### src/rtl/digest_serializer_if.sv
// ----------------------------------------------------------------------------
// digest_serializer_if
//   Bundles the two handshakes of the digest serializer into one interface:
//   the capture side facing f_permutation and the word stream facing the user.
//   Signal prefixes are from the serializer's point of view (i_ = into the
//   serializer, o_ = out of it).
//
//   i_stateBus  [IN_WIDTH]  wide hash state from f_permutation
//   i_inReady   [1]         digest on i_stateBus is final, held until o_inAck
//   o_inAck     [1]         capture strobe back to f_permutation
//   o_outData   [32]        current digest word
//   o_outValid  [1]         o_outData holds a valid word
//   i_outReady  [1]         user accepts o_outData this cycle
//   o_outLast   [1]         o_outData is the final word of the digest
//
//   slave  : serializer view
//   master : environment view (f_permutation + user side)
// ----------------------------------------------------------------------------
interface digest_serializer_if #(
    parameter int IN_WIDTH = 576
);
    logic [IN_WIDTH-1:0] i_stateBus;
    logic                i_inReady;
    logic                o_inAck;
    logic [31:0]         o_outData;
    logic                o_outValid;
    logic                i_outReady;
    logic                o_outLast;

    modport slave (
        input  i_stateBus,
        input  i_inReady,
        input  i_outReady,
        output o_inAck,
        output o_outData,
        output o_outValid,
        output o_outLast
    );

    modport master (
        output i_stateBus,
        output i_inReady,
        output i_outReady,
        input  o_inAck,
        input  o_outData,
        input  o_outValid,
        input  o_outLast
    );
endinterface

### src/rtl/digest_serializer.sv
// ----------------------------------------------------------------------------
// digest_serializer
//   Output-side counterpart of the input padder. When f_permutation signals
//   that its state holds a final digest, the top 32*DIGEST_WORDS bits are
//   captured into a shift buffer and streamed to the user as 32-bit words,
//   most significant word first, under a valid/ready handshake.
//
//   Parameters
//     IN_WIDTH      width of the f_permutation state bus
//     DIGEST_WORDS  32-bit words per digest (32*DIGEST_WORDS <= IN_WIDTH)
//
//   Ports
//     clk    rising-edge clock
//     rst_n  asynchronous active-low reset
//     bus    digest_serializer_if.slave (capture handshake + word stream)
// ----------------------------------------------------------------------------
module digest_serializer #(
    parameter int IN_WIDTH     = 576,
    parameter int DIGEST_WORDS = 16
) (
    input  logic               clk,
    input  logic               rst_n,
    digest_serializer_if.slave bus
);

    localparam int DIGEST_BITS = 32 * DIGEST_WORDS;
    localparam int COUNT_WIDTH = (DIGEST_WORDS > 1) ? $clog2(DIGEST_WORDS) : 1;
    localparam logic [COUNT_WIDTH-1:0] LAST_COUNT = COUNT_WIDTH'(DIGEST_WORDS - 1);

    typedef enum logic {
        IDLE = 1'b0,
        SEND = 1'b1
    } state_t;

    state_t                  r_state;
    logic [DIGEST_BITS-1:0]  r_buf;
    logic [COUNT_WIDTH-1:0]  r_count;
    logic                    r_outValid;
    logic                    r_outLast;

    logic                    w_handshake;
    logic                    w_lastHandshake;
    logic                    w_capture;
    logic [DIGEST_BITS-1:0]  w_digest;
    logic [COUNT_WIDTH-1:0]  w_countNext;
    logic                    w_unusedLow;

    assign w_digest        = bus.i_stateBus[IN_WIDTH-1 -: DIGEST_BITS];
    assign w_handshake     = r_outValid & bus.i_outReady;
    assign w_lastHandshake = w_handshake & r_outLast;
    assign w_countNext     = r_count + COUNT_WIDTH'(1);

    // A new digest may be taken when idle, or in the very cycle the last word
    // of the current digest is accepted so back-to-back digests leave no gap.
    // Gating with rst_n keeps the acknowledge quiet while reset is held.
    assign w_capture = rst_n & bus.i_inReady &
                       ((r_state == IDLE) | ((r_state == SEND) & w_lastHandshake));

    // State bits below the digest slice are intentionally not consumed.
    generate
        if (IN_WIDTH > DIGEST_BITS) begin : g_lowBits
            assign w_unusedLow = ^bus.i_stateBus[IN_WIDTH-DIGEST_BITS-1:0];
        end else begin : g_noLowBits
            assign w_unusedLow = 1'b0;
        end
    endgenerate

    // Output word and flags come only from registers; the acknowledge is the
    // one deliberately combinational path back to f_permutation.
    assign bus.o_inAck    = w_capture;
    assign bus.o_outData  = r_buf[DIGEST_BITS-1 -: 32];
    assign bus.o_outValid = r_outValid;
    assign bus.o_outLast  = r_outLast;

    // Serializer FSM. The buffer shifts left one word per accepted word, so
    // the current word is always the top 32 bits. out_last is precomputed
    // from the next count so it is a plain register at the output. When the
    // last word is accepted without a new capture the buffer shifts out to
    // zero, leaving the output word cleared while idle.
    always_ff @(posedge clk or negedge rst_n) begin
        if (!rst_n) begin
            r_state    <= IDLE;
            r_buf      <= '0;
            r_count    <= '0;
            r_outValid <= 1'b0;
            r_outLast  <= 1'b0;
        end else if (w_capture) begin
            r_state    <= SEND;
            r_buf      <= w_digest;
            r_count    <= '0;
            r_outValid <= 1'b1;
            r_outLast  <= (DIGEST_WORDS == 1);
        end else if (w_handshake) begin
            r_buf <= r_buf << 32;
            if (r_outLast) begin
                r_state    <= IDLE;
                r_count    <= '0;
                r_outValid <= 1'b0;
                r_outLast  <= 1'b0;
            end else begin
                r_count   <= w_countNext;
                r_outLast <= (w_countNext == LAST_COUNT);
            end
        end
    end

endmodule

### src/flat_wrapper.sv
// flat-port wrapper written by rule: the top's interface ports become plain ports
module digest_serializer_flat 
#(
    parameter int IN_WIDTH     = 576,
    parameter int DIGEST_WORDS = 16
)
  (clk, rst_n, bus_i_stateBus, bus_i_inReady, bus_i_outReady, bus_o_inAck, bus_o_outData, bus_o_outValid, bus_o_outLast);
  digest_serializer_if #(.IN_WIDTH(IN_WIDTH)) bus_i ();
  input  logic clk;
  input  logic rst_n;
  input wire logic [$bits(bus_i.i_stateBus)-1:0] bus_i_stateBus;
  input wire logic [$bits(bus_i.i_inReady)-1:0] bus_i_inReady;
  input wire logic [$bits(bus_i.i_outReady)-1:0] bus_i_outReady;
  output wire logic [$bits(bus_i.o_inAck)-1:0] bus_o_inAck;
  output wire logic [$bits(bus_i.o_outData)-1:0] bus_o_outData;
  output wire logic [$bits(bus_i.o_outValid)-1:0] bus_o_outValid;
  output wire logic [$bits(bus_i.o_outLast)-1:0] bus_o_outLast;
  assign bus_i.i_stateBus = bus_i_stateBus;
  assign bus_i.i_inReady = bus_i_inReady;
  assign bus_i.i_outReady = bus_i_outReady;
  assign bus_o_inAck = bus_i.o_inAck;
  assign bus_o_outData = bus_i.o_outData;
  assign bus_o_outValid = bus_i.o_outValid;
  assign bus_o_outLast = bus_i.o_outLast;
  digest_serializer #(.IN_WIDTH(IN_WIDTH), .DIGEST_WORDS(DIGEST_WORDS)) u_core (.clk(clk), .rst_n(rst_n), .bus(bus_i));
endmodule
### config.mk
export PLATFORM = sky130hd
export DESIGN_NAME = digest_serializer_flat
export DESIGN_NICKNAME = d
export VERILOG_FILES = /design/src/rtl/digest_serializer_if.sv /design/src/rtl/digest_serializer.sv /design/src/flat_wrapper.sv
export SDC_FILE = /design/constraint.sdc
export NUM_CORES = 1
export LEC_CHECK = 0
export ABC_AREA = 1
export BUFFER_PORTS_ARGS = -buffer_cell sky130_fd_sc_hd__buf_2
export CAP_MARGIN = 20
export CORE_MARGIN = 2
export CORE_UTILIZATION = 45
export DETAILED_ROUTE_END_ITERATION = 10
export HOLD_SLACK_MARGIN = 0.15
export PLACE_DENSITY_LB_ADDON = 0.08
export SYNTH_ARGS = -nofsm -noshare
export SYNTH_HDL_FRONTEND = slang
export SYNTH_SLANG_ARGS = --single-unit
### constraint.sdc
create_clock -name clk -period 1.45 [get_ports clk]
set_clock_uncertainty 0.05 [all_clocks]
set_input_delay 0.3625 -clock clk [delete_from_list [all_inputs] [get_ports clk]]
set_output_delay 0.3625 -clock clk [all_outputs]
set_load 0.02 [all_outputs]
Word level (Yosys, flattened, before mapping)
Index checks and enable logic that the tools add are counted.
W data, S select, Z words.

word-level totals
  bits in registers = 518
  input port bits = 580

cells by class
  $add $sub $neg = 1
  eq/ne operators = 1
  multiplexer cells = 11
  bitwise logic cells = 7
  reductions and logical operators = 3

operator list
  operator               number
  $mux W512              2
  $mux W4                3
  $mux W1                6
  $and A1 B1 Y1          5
  $add A4 B1 Y4 const B  1
  $eq A4 B4 Y1 const B   1
  $reduce_bool A2 Y1     2
  $reduce_and A2 Y1      1
  $not A1 Y1             1
  $or A1 B1 Y1           1

Longest topological paths before layout
Gate-level depths: netlist of run 1.

  depth in word-level cells = 7
  gate-level depth with buffers = 8
  depth with buffers taken out = 7

Least setup slack after synthesis of run 1
OpenSTA, ideal clock, no wires.

  path kind = register -> output
  from = register u_core.r_outLast (netlist: u_core.bus.o_outLast)
  to = output port bus_o_inAck
  arrival = 1.141 ns
  slack = -0.103 ns
  cell stages (with the launch flop) = 7
  path buffers = 2
  cell sequence = dfrtp_1 -> nand2_1 -> nand2_1 -> nand2_2 -> inv_2 -> buf_4 -> buf_4

between the ends
  cells in the longest elaborated chain, start to end = 4

RTL lines
  item                    line                      RTL
  start, declared         digest_serializer.sv:39   logic r_outLast;
  start signal, assigned  digest_serializer.sv:92   r_outLast <= (DIGEST_WORDS == 1);
  start signal, assigned  digest_serializer.sv:102  r_outLast <= (w_countNext == LAST_COUNT);
  $and A1 B1 Y1           digest_serializer.sv:50   assign w_lastHandshake = w_handshake & r_outLast;
  $and A1 B1 Y1           digest_serializer.sv:57   ((r_state == IDLE) | ((r_state == SEND) & w_lastHandshake));
  $or A1 B1 Y1            digest_serializer.sv:57
  $and A1 B1 Y1           digest_serializer.sv:56   assign w_capture = rst_n & bus.i_inReady &
  end, declared           flat_wrapper.sv:14        output wire logic [$bits(bus_i.o_inAck)-1:0] bus_o_inAck;

Every way passes these cells.

Worst setup path after layout of run 1
Same ends and word-level chain as after synthesis.

==> results.py, run 1 <==
metrics = {
    "status": {
        "outcome": "finished, violations left",
        "violations": "setup timing",
    },
    "timing": {
        "final_hold_viol_count": 0,
        "setup_slack_ns": -0.382,
        "rsz0062_at_grt": "true",
        "period_needed_ns": 1.83,
        "fmax_ghz": 0.546,
        "worstMarginPinSlew_ns": 0.781,
        "maxSlewHeadroom_pct": 47.9,
        "slew_viol_final": 0,
        "setup_viol_count_final": 660,
        "finalCritPeriodShare_pct": 126,
    },
    "global_route": {
        "grt_pass1_vias": 27650,
        "antenna_found_initial": 6,
        "grt_max_degree": 134,
        "track_usage_pct": 31.5,
        "grt_pass1_wl_mm": 148,
        "overflow": 0,
    },
    "power": {
        "p_leak_uw": 0.0209,
        "cellPowerDensity_nw_per_um2": 1390,
        "total_power_uw": 51700,
        "vdd_drop_max_uv": 1040,
    },
    "floorplan": {
        "fp.dieArea_sq_um": 59500,
        "die_x_microns": 244,
        "ioPinCount": 615,
        "row_count": 87,
        "design.core.area_sq_um": 56600,
        "die_h_microns": 244,
        "start_util_pct": 45.8,
    },
    "synthesis": {
        "synth_area_leaders": "dfrtp_1, nand2_1, nor2_1",
        "syn_inst": 3783,
        "synthArstFlopShare_pct": 100,
        "ys_seq_area_share_pct": 50.0,
        "ys.flop_type": "dfrtp_1",
        "yosys-top-cells-count": "nand2_1, nor2_1, dfrtp_1, buf_2, buf_4",
        "synth_most_common_cell": "nand2_1",
        "syn_nets": 4365,
        "yosys.area.top_type": "dfrtp_1",
        "ys.warnings.count": 0,
        "yosys.area.top_type_share_pct": 50.0,
        "avgSynthCellArea_sq_um": 6.85,
        "syn-cell-area_sq_um": 25900,
        "synthDistinctLibCells": 17,
        "synth_seq_cells": 518,
        "synth_edf_count": 0,
    },
    "layout": {
        "drive_gt1_share_pct": 16.4,
        "stdcell_area_sq_um": 37300,
        "synthToLayoutAreaGrowth_pct": 43.9,
        "fin_cells": 5610,
        "final_nets": 5381,
    },
    "placed_design": {
        "dpl.cell_count": 4973,
        "io_buffers": 550,
        "placed_cell_area_sq_um": 30000,
        "dp_hpwl_mm": 60.4,
        "finalWeightedCongestion": 0.886,
    },
    "critical_path": {
        "worstPathRequired_ns": 1.04,
        "cp-start-kind": "flip-flop",
        "crit_path_end_kind": "output port",
        "arrival_ns": 1.42,
        "cp_max_fo": 2,
        "critical_path_class": "flip-flop to output port",
    },
    "routing": {
        "wirelength_mm": 95.2,
        "dr.first_iter.drc_count": 2243,
        "wl_met2_mm": 45.7,
        "postRouteAntennaNets": 0,
        "first_pass_iters": 5,
        "met1Wirelength_mm": 38.0,
        "viasPerCell": 4.86,
        "drc": 0,
        "top_layer": "met5",
        "met3_length_mm": 5.85,
        "vias": 27276,
        "wire_per_inst_microns": 17.0,
    },
    "cts": {
        "cts_sinks": 518,
        "cts-buffers-inserted": 57,
        "cts.root.buffer_cell": "clkbuf_16",
        "clk_pin_slew_worst_paths_ns": 0.06,
        "clockBufferDepth": 3,
        "tritoncts": "done",
        "h-tree-depth": 2,
        "insertion_delay_ns": 0.62,
    },
    "min_path": {
        "min_path_type": "primary input to flip-flop",
    },
    "run": {
        "maxCapViolCount": 0,
    },
}
cell families after synthesis:
group	synth area share [%]
buf+inv	6.76
fa+ha+maj	0.0966
simple gates	41.8
compound gates	1.32
flops	50.0
placed cells by master, fill, tap and decap left out, types with 40 or more instances in the layout:
cell type	count
dlygate4sd3_1	516
o21ai_0	57
nor2_1	1342
dfrtp_1	516
buf_12	58
buf_4	79
inv_1	71
nand2_1	1481
clkbuf_16	59
buf_2	544
nand3_1	40
flip-flops by register name, summed over array words and instances, names as in the netlist:
name / cells
u_core.r_buf: 512
u_core.r_count: 4
u_core.r_state: 1
u_core.bus.o_outLast: 1
through the flow:
| stage | utilization [%] | hold WS [ns] | setup TNS [ns] | worst slack (ns) |
|---|---|---|---|---|
| global placement | 53.0 | 0.444 | -91.64 | -0.239 |
| floorplan | - | 0.0169 | 0 | 0.00411 |
| CTS | 65.8 | 0.324 | -128.07 | -0.419 |
| global route | 65.9 | 0.384 | -204.03 | -0.437 |
| finish | 65.9 | 0.358 | -133.88 | -0.382 |
| detailed placement | 53.0 | 0.443 | -103.86 | -0.273 |
worst paths after layout:
check	cells after the start	from	slack (ns)	to
worst max-delay path	5	u_core.bus.o_outLast	-0.38	bus_o_inAck
worst min-delay path	5	bus_i_outReady	0.36	u_core.r_buf[34]
worst max register to register	8	u_core.r_state	-0.35	u_core.r_buf[275]
worst min register to register	2	u_core.r_buf[34]	0.46	u_core.r_buf[34]
max in group asynchronous	4	rst_n	-0.09	u_core.r_buf[93]
min in group asynchronous	4	rst_n	0.67	u_core.r_buf[381]
repair_timing:
item,in CTS,in global routing
hold endpoints to repair,926,0
setup buffers,4,1
gates resized for setup,20,3
hold buffers,516,0
pin swaps,3,1
setup endpoints to repair,539,863
gates cloned,2,0
metal layers:
layer / up-vias / GRT usage [%]
li1: 13316 / -
met1: 12495 / 39.2
met2: 1110 / 52.7
met3: 353 / 4.73
met4: 2 / 17.6
met5: - / 0
critical path, cell delays in order, from the launching register on:
cell and delay, ns:
dfrtp_2 0.41, nand2_2 0.07, nand2_4 0.07, nand2_8 0.09, inv_16 0.04, buf_8 0.12
final cells by class:
type | instances | area [sq um]
fill | 4796 | 19300
sequential | 518 | 13000
multi-input combinational | 2938 | 11200
timing repair buffer | 1211 | 9910
clock buffer | 92 | 1800
tap | 756 | 946
inverter | 73 | 298
clock inverter | 14 | 124
antenna | 8 | 20.0
where the power goes:
group	switching, uW	internal (uW)
Clock	6060	8790
Combinational	8750	6280
Sequential	2900	18900
Total	17700	33900
Power figures use the tool's default switching activity.
==> run 2: changes to the inputs <==
MAX_ROUTING_LAYER = met4   (was default)
==> results.py, run 2 (synthesized netlist as in run 1, its figures left out) <==
metrics = {
    "timing": {
        "slew_viol_final": 0,
        "holdWs_ns": 0.243,
        "finalCritPeriodShare_pct": 128,
        "fmax_ghz": 0.540,
        "worstMarginPinSlew_ns": 0.656,
        "final_hold_viol_count": 0,
        "maxSlewHeadroom_pct": 56.3,
        "setup_slack_ns": -0.401,
        "setup_viol_count_final": 836,
        "rsz0062_at_grt": "true",
        "period_needed_ns": 1.85,
    },
    "power": {
        "vdd_drop_max_uv": 1010,
        "p_sw_uw": 19000,
        "cellPowerDensity_nw_per_um2": 1320,
        "power.share.clock_pct": 26.2,
        "power_frac_seq_pct": 40.9,
        "p_int_uw": 34600,
        "total_power_uw": 53600,
        "p_leak_uw": 0.0221,
        "power_frac_comb_pct": 33.0,
        "sw_frac_of_total_pct": 35.5,
    },
    "floorplan": {
        "design.core.area_sq_um": 56600,
        "ioPinCount": 615,
        "die_h_microns": 244,
        "start_util_pct": 45.8,
        "die_x_microns": 244,
        "row_count": 87,
        "fp.dieArea_sq_um": 59500,
    },
    "layout": {
        "max_flop_register": "u_core.r_buf",
        "mostFrequentLayoutCells": "nand2_1, nor2_1, buf_2, dlygate4sd3_1, dfrtp_1",
        "synthToLayoutAreaGrowth_pct": 56.6,
        "fin_util_pct": 71.7,
        "final_nets": 5477,
        "largest_register_ffs": 512,
        "largestRegisters": "u_core.r_buf (512), u_core.r_count (4)",
        "mostFrequentLayoutCell": "nand2_1",
        "drive_gt1_share_pct": 22.2,
    },
    "run": {
        "maxCapViolCount": 0,
    },
    "min_path": {
        "min_delay_path_depth": 4,
        "holdCritStartpoint": "bus_i_outReady",
        "min_path_type": "primary input to flip-flop",
        "worstHoldEndpoint": "u_core.r_count[1]",
    },
    "cts": {
        "clk_pin_slew_worst_paths_ns": 0.06,
        "cts-buffers-inserted": 56,
        "h-tree-depth": 2,
        "insertion_delay_ns": 0.62,
        "cts.root.buffer_cell": "clkbuf_16",
        "clockBufferDepth": 3,
        "tritoncts": "done",
        "cts_sinks": 518,
    },
    "status": {
        "violations": "setup timing",
        "outcome": "finished, violations left",
    },
    "routing": {
        "viasPerCell": 5.11,
        "wire_per_inst_microns": 18.8,
        "postRouteAntennaNets": 0,
        "wirelength_mm": 107,
        "drc": 0,
        "dr.first_iter.drc_count": 2468,
        "first_pass_iters": 7,
        "vias": 29117,
    },
    "critical_path": {
        "crit_path_end_kind": "output port",
        "arrival_ns": 1.44,
        "worstPathRequired_ns": 1.04,
        "reg2reg_from": "u_core.r_state",
        "critical_path_class": "flip-flop to output port",
        "worstReg2RegEnd": "u_core.r_buf[176]",
        "cp_top_family": "flip-flops",
        "crit_chain": "nand2_2, nand2_4, nand2_8, inv_16, buf_8",
        "cp_max_fo": 2,
        "max_stage_delay_ns": 0.41,
        "critPathBufInv": 2,
        "r2r.worst_path.cells": 10,
        "critical_path.slowest_cell": "dfrtp_2",
        "rrSetupSlack_ns": -0.35,
        "cp-start-kind": "flip-flop",
    },
    "global_route": {
        "grt_pass1_wl_mm": 161,
        "grt_pass1_vias": 29203,
        "antenna_found_initial": 13,
        "grt_max_degree": 103,
        "overflow": 0,
        "track_usage_pct": 35.6,
    },
    "placed_design": {
        "finalWeightedCongestion": 0.910,
        "dp_hpwl_mm": 60.4,
        "io_buffers": 550,
        "dp_slack_ns": -0.311,
    },
}
-- run 2: cell types whose count changed in the layout (fill, tap and decap cells not counted), sizes merged --
cell,change
buf,+77
bufbuf,+11
clkbuf,+7
inv,+1
diode,+6
bufinv,-1
clkinv,-9
-- run 2: timing repair --
item,CTS,global route
gates cloned,53,9
hold buffers,515,2
hold endpoints to repair,890,88
endpoints found under the setup margin,538,980
resized for setup,299,173
setup buffers,40,11
pin swaps,12,18
-- run 2: worst max path at each step --
stage | end | start | depth (start not counted) | slack (ns)
5_1_grt | bus_o_inAck | u_core.bus.o_outLast | 5 | -0.44
3_5_place_dp | u_core.r_buf[145] | bus_i_outReady | 9 | -0.31
2_1_floorplan | bus_o_inAck | u_core.bus.o_outLast | 6 | 0.004
6_report | bus_o_inAck | u_core.bus.o_outLast | 5 | -0.40
3_3_place_gp | u_core.r_buf[145] | bus_i_outReady | 9 | -0.29
4_1_cts | bus_o_inAck | u_core.bus.o_outLast | 5 | -0.41
-- run 2: power groups by stage --
stage | sequential (uW) | clock [uW] | combinational, uW
4_1_cts | 21700 | 14100 | 16800
3_5_place_dp | 21900 | 0 | 13600
2_1_floorplan | 20800 | 0 | 9980
3_3_place_gp | 21900 | 0 | 13400
5_1_grt | 22200 | 14700 | 19700
6_report | 21900 | 14000 | 17700
-- run 2: per-stage QoR --
stage	instances	TNS, ns	cell area [sq um]
6_report	5702	-162.90	40600
5_1_grt	5701	-218.10	40600
4_1_cts	5669	-187.29	39800
3_5_place_dp	4969	-91.43	30000
3_3_place_gp	4969	-86.06	30000
2_1_floorplan	3783	0	25900
-- run 2: per-layer routing --
layer | part of all wire (%) | routed length (microns) | track usage [%] | up-vias
li1 | - | - | - | 13564
met2 | 49 | 52300 | 58.4 | 1461
met1 | 38 | 41000 | 42.9 | 13670
met5 | 0 | 0 | - | -
met3 | 6.8 | 7340 | 4.49 | 422
met4 | 6.2 | 6600 | 19.5 | 0
-- run 2: worst reg2reg max path: cells and delay by family, from the launching register on --
family        cells  cell delay (ns)
buf+inv           6             0.90
flops             1             0.43
simple gates      4             0.34
-- run 2: area by class of cell --
cell class / count / area, sq um
diodes: 14 / 35.0
clock buffers: 90 / 1670
clock inverters: 5 / 57.6
fillers: 4265 / 16000
inverters: 73 / 307
multi-input cells: 2938 / 12100
flip-flops and latches: 518 / 13000
well taps: 756 / 946
repair buffers: 1308 / 12500
